**config.mk**
```make
export PLATFORM = sky130hd
export DESIGN_NAME = serial_adder_ctrl
export DESIGN_NICKNAME = d
export VERILOG_FILES = /design/src/rtl/serial_adder_ctrl.sv
export SDC_FILE = /design/constraint.sdc
export NUM_CORES = 1
export LEC_CHECK = 0
export ABC_AREA = 1
export ABC_CLOCK_PERIOD_IN_PS = 2800
export BUFFER_PORTS_ARGS = -buffer_cell sky130_fd_sc_hd__clkbuf_2
export CAP_MARGIN = 20
export CORE_MARGIN = 2
export CORE_UTILIZATION = 40
export CTS_CLUSTER_SIZE = 12
export DETAILED_ROUTE_END_ITERATION = 8
export HOLD_SLACK_MARGIN = 0.12
export PLACE_DENSITY = 0.57
export SLEW_MARGIN = 20
export SYNTH_ARGS = -nofsm -noshare
export SYNTH_HDL_FRONTEND = slang
export SYNTH_SLANG_ARGS = --single-unit
```
**constraint.sdc**
```tcl
create_clock -name clk -period 2.8 [get_ports clk]
set_clock_uncertainty 0.05 [all_clocks]
set_input_delay 0.56 -clock clk [delete_from_list [all_inputs] [get_ports clk]]
set_output_delay 0.56 -clock clk [all_outputs]
set_load 0.02 [all_outputs]
```
**src/rtl/serial_adder_ctrl.sv**
```systemverilog
// serial_adder_ctrl: bit-serial WIDTH-bit adder.
// A single full-adder cell (two half-adder stages plus an OR on the carries)
// and a carry flop process one bit per clock, LSB first. {cout,sum} is
// a + b + cin, and a one-cycle done pulse marks each completed result.
module serial_adder_ctrl #(
  parameter int WIDTH = 8
) (
  input  logic             clk,
  input  logic             rst,
  input  logic             start,
  input  logic [WIDTH-1:0] a,
  input  logic [WIDTH-1:0] b,
  input  logic             cin,
  output logic             busy,
  output logic             done,
  output logic [WIDTH-1:0] sum,
  output logic             cout
);

  // RUN leaves at count WIDTH-1, so this counter can never wrap.
  localparam int CW = $clog2(WIDTH + 1);

  typedef enum logic {
    IDLE,
    RUN
  } state_t;

  state_t           state_q, state_d;
  logic [WIDTH-1:0] a_q, a_d;
  logic [WIDTH-1:0] b_q, b_d;
  logic [WIDTH-1:0] res_q, res_d;
  logic [WIDTH-1:0] sum_q, sum_d;
  logic [CW-1:0]    cnt_q, cnt_d;
  logic             carry_q, carry_d;
  logic             busy_q, busy_d;
  logic             done_q, done_d;
  logic             cout_q, cout_d;

  logic             ha0_s, ha0_c;
  logic             s_bit, c_next;
  logic [WIDTH-1:0] res_shift;

  // Full-adder cell on the current LSBs, and the result register shifted
  // right with the new sum bit entering at the MSB.
  always_comb begin
    ha0_s     = a_q[0] ^ b_q[0];
    ha0_c     = a_q[0] & b_q[0];
    s_bit     = ha0_s ^ carry_q;
    c_next    = ha0_c | (ha0_s & carry_q);
    res_shift = res_q >> 1;
    // Writing only the top bit keeps this legal when WIDTH is 1.
    res_shift[WIDTH-1] = s_bit;
  end

  // Next-state logic for the IDLE/RUN controller and the datapath.
  always_comb begin
    // NOTE: every signal assigned here first takes its hold value. That way no
    // branch can leave a signal unassigned, and no latch is inferred.
    state_d = state_q;
    a_d     = a_q;
    b_d     = b_q;
    res_d   = res_q;
    carry_d = carry_q;
    cnt_d   = cnt_q;
    busy_d  = busy_q;
    done_d  = 1'b0;
    sum_d   = sum_q;
    cout_d  = cout_q;

    unique case (state_q)
      IDLE: begin
        if (start) begin
          a_d     = a;
          b_d     = b;
          carry_d = cin;
          cnt_d   = '0;
          busy_d  = 1'b1;
          state_d = RUN;
        end
      end
      RUN: begin
        a_d     = a_q >> 1;
        b_d     = b_q >> 1;
        res_d   = res_shift;
        carry_d = c_next;
        cnt_d   = cnt_q + CW'(1);
        if (cnt_q == CW'(WIDTH - 1)) begin
          // The last bit goes straight to the result. Sum and cout change only here.
          sum_d   = res_shift;
          cout_d  = c_next;
          done_d  = 1'b1;
          busy_d  = 1'b0;
          state_d = IDLE;
        end
      end
      default: state_d = IDLE;
    endcase
  end

  // State register with synchronous reset. Reset also drops any partial result.
  always_ff @(posedge clk) begin
    // NOTE: use non-blocking assignments for all state here. Every flop then
    // samples values from before the edge, whatever order they are written in.
    if (rst) begin
      state_q <= IDLE;
      a_q     <= '0;
      b_q     <= '0;
      res_q   <= '0;
      carry_q <= 1'b0;
      cnt_q   <= '0;
      busy_q  <= 1'b0;
      done_q  <= 1'b0;
      sum_q   <= '0;
      cout_q  <= 1'b0;
    end else begin
      state_q <= state_d;
      a_q     <= a_d;
      b_q     <= b_d;
      res_q   <= res_d;
      carry_q <= carry_d;
      cnt_q   <= cnt_d;
      busy_q  <= busy_d;
      done_q  <= done_d;
      sum_q   <= sum_d;
      cout_q  <= cout_d;
    end
  end

  assign busy = busy_q;
  assign done = done_q;
  assign sum  = sum_q;
  assign cout = cout_q;

endmodule
```
==> impl_metrics.ini <==
[setup_path]
cp_cell_sequence = buf_4 > nand4_2 > nand2_1 > nor2_1
crit_fanout = 23
reg2reg_depth = 4
cpPeakStageDelay_ps = 520
cp.arrival_ps = 1680
reg2reg_from = state_q
r2r_setup_slack_ps = 1250
required_ps = 2930
r2r-end = busy
end_kind = flip-flop
crit_end = busy
start_kind = flip-flop
cp-startpoint = state_q
critical_path_class = reg -> reg
cp_slowest_cell = dfxtp_1

[finish]
drive_above_1_share_pct = 16.22
fillers = 432
layout.nets = 281
final_area_um2 = 1898
diodes = 0
area_growth_pct = 15.36
finish.utilization_pct = 47.79
fin_cells = 309

[timing]
rsz0062_at_grt = no
setup_viol = 0
setup_tns_ps = 0
finalCritPeriodShare_pct = 55.37
max_freq_mhz = 645.1
maxSlewViolCount = 0
worst-slew-pin-transition_ps = 723.2
hold_viol = 0
slew_headroom_pct = 51.73
fin_crit_ps = 1550

[cts]
cts_setup_buffers = 0
cts_tree = built
insertion_delay_ps = 290
cts-htree-levels = 2
path_clk_slew_ps = 70
numCtsBuffers = 5
hold_buffers = 0
cts_sinks = 40
clockBufferDepth = 2
post_cts_resized = 0
cts_root_buf = clkbuf_8

[yosys]
synth_area_per_cell_um2 = 7.123
synthesis.nets = 253
netlist_area_um2 = 1645
synth_cell_types = 16
ys_seq_elements = 40
ys_warn_count = 0
ys_seq_area_share_pct = 48.67
syn_inst = 231

[floorplan]
die_x_um = 68.14
die_h_um = 68.14
initial_utilization_pct = 41.43
ios = 31
rows = 23
die-area_um2 = 4642
coreArea_um2 = 3971

[run_status]
status = finished, final reports clean

[global_routing]
grt_pass1_wl_um = 5568
grtUsageTotal_pct = 16.37
first_global_vias = 1252
antenna_found_initial = 0
overflow = 0
grt_max_degree = 25

[routing]
drc = 0
drt_iter0_drc = 77
drt_pass1_iterations = 6
drt-total-wl_um = 3256
vias = 1424
vias_per_cell = 4.608
ant_nets = 0
avgRoutedWirePerCell_um = 10.54

[pwr]
p_leak_nw = 0.9938
power_density_nw_per_um2 = 564.2
ir_drop_mv = 0.2351

[placement]
port_buffers = 30
dp.cells = 302
place_congestion = 0.7158
hpwl_um = 2182
dpl_cell_area_um2 = 1821

[job]
cap_violations = 0

[worst_hold_path]
hold_path.class = reg -> reg
-- critical path, delay by kind of cell (launching register included) --
kind / cells / cell delay (ps)
buffers and inverters: 1 / 330
flip-flops: 1 / 520
AND/OR/NAND/NOR: 3 / 560
-- cell usage after synthesis --
cell type   n  area [um^2]
nor2_4      1        11.26
buf_2       9        45.04
buf_4       1        7.510
clkinv_1    1        3.750
ha_1        1        12.51
o21ai_0     8        40.04
nand3_1    41        205.2
inv_1      18        67.56
nand4_2     1        12.51
nand2_1    76        285.3
dfxtp_1    40        800.8
clkbuf_1    2        7.510
nand2_2     1        6.260
fa_1        1        20.02
a21oi_1     6        30.03
nor2_1     24        90.09
-- how the worst min path moves through the flow --
stage,end,startpoint,slack [ps],depth (start not counted)
after floorplan,sum[0],res_q[1],370,2
after global placement,sum[0],res_q[1],390,2
after CTS,sum[0],res_q[1],390,2
after detailed placement,sum[0],res_q[1],380,2
final,sum[0],res_q[1],390,2
after global routing,sum[0],res_q[1],410,2
-- state kept, by name (all words and copies together) (netlist names) --
signal / flops
a_q: 8
b_q: 8
busy: 1
carry_q: 1
cnt_q: 4
cout: 1
done: 1
res_q: 7
state_q: 1
sum: 8
-- through the flow --
stage | worst slack [ps] | hold slack [ps] | power [mW]
2_1_floorplan | 1511 | 371.0 | 0.6982
3_3_place_gp | 965.2 | 385.8 | 0.7294
3_5_place_dp | 961.7 | 384.0 | 0.7308
4_1_cts | 1179 | 388.8 | 1.084
5_1_grt | 1094 | 411.8 | 1.133
6_report | 1250 | 388.1 | 1.071
-- cells in the final DEF (no fill, tap or decap), types with 3 or more instances in the layout --
master	n
nand3_1	41
clkbuf_8	5
inv_1	18
nand2_1	76
a21oi_1	6
nor2_1	24
dfxtp_1	40
clkbuf_2	30
buf_4	3
o21ai_0	8
-- layout make-up --
| class | count | area [um^2] | area share, % |
|---|---|---|---|
| multi-input combinational | 160 | 713.2 | 37.57 |
| sequential | 40 | 800.8 | 42.19 |
| inverter | 19 | 71.32 | 3.757 |
| tap | 50 | 62.56 | 3.296 |
| clock buffer | 6 | 72.57 | 3.823 |
| clock inverter | 1 | 5.005 | 0.2637 |
| timing repair buffer | 33 | 172.7 | 9.097 |
-- cell families after synthesis --
logic type,count (synthesis),synth area share (%)
adders and majority gates,2,1.977
and+or+nand+nor,144,37.11
buffers and inverters,31,7.984
AOI/OAI and AO/OA,14,4.259
DFF,40,48.67
-- routing by layer --
layer | vias up | part of all wire, % | global-route usage, % | wire length [um]
met2 | 36 | 41 | 24.51 | 1349
met3 | 4 | 4.7 | 4.112 | 153
met1 | 608 | 52 | 21.26 | 1691
met4 | 0 | 1.9 | 9.500 | 62
li1 | 776 | - | - | -
met5 | - | 0 | 0 | 0
-- report_power, final --
group	total (mW)	internal (mW)	switching, mW
Sequential	0.611	0.595	0.0168
Combinational	0.104	0.0401	0.0643
Clock	0.355	0.169	0.186
Total	1.07	0.804	0.267
Power figures use the tool's default switching activity.
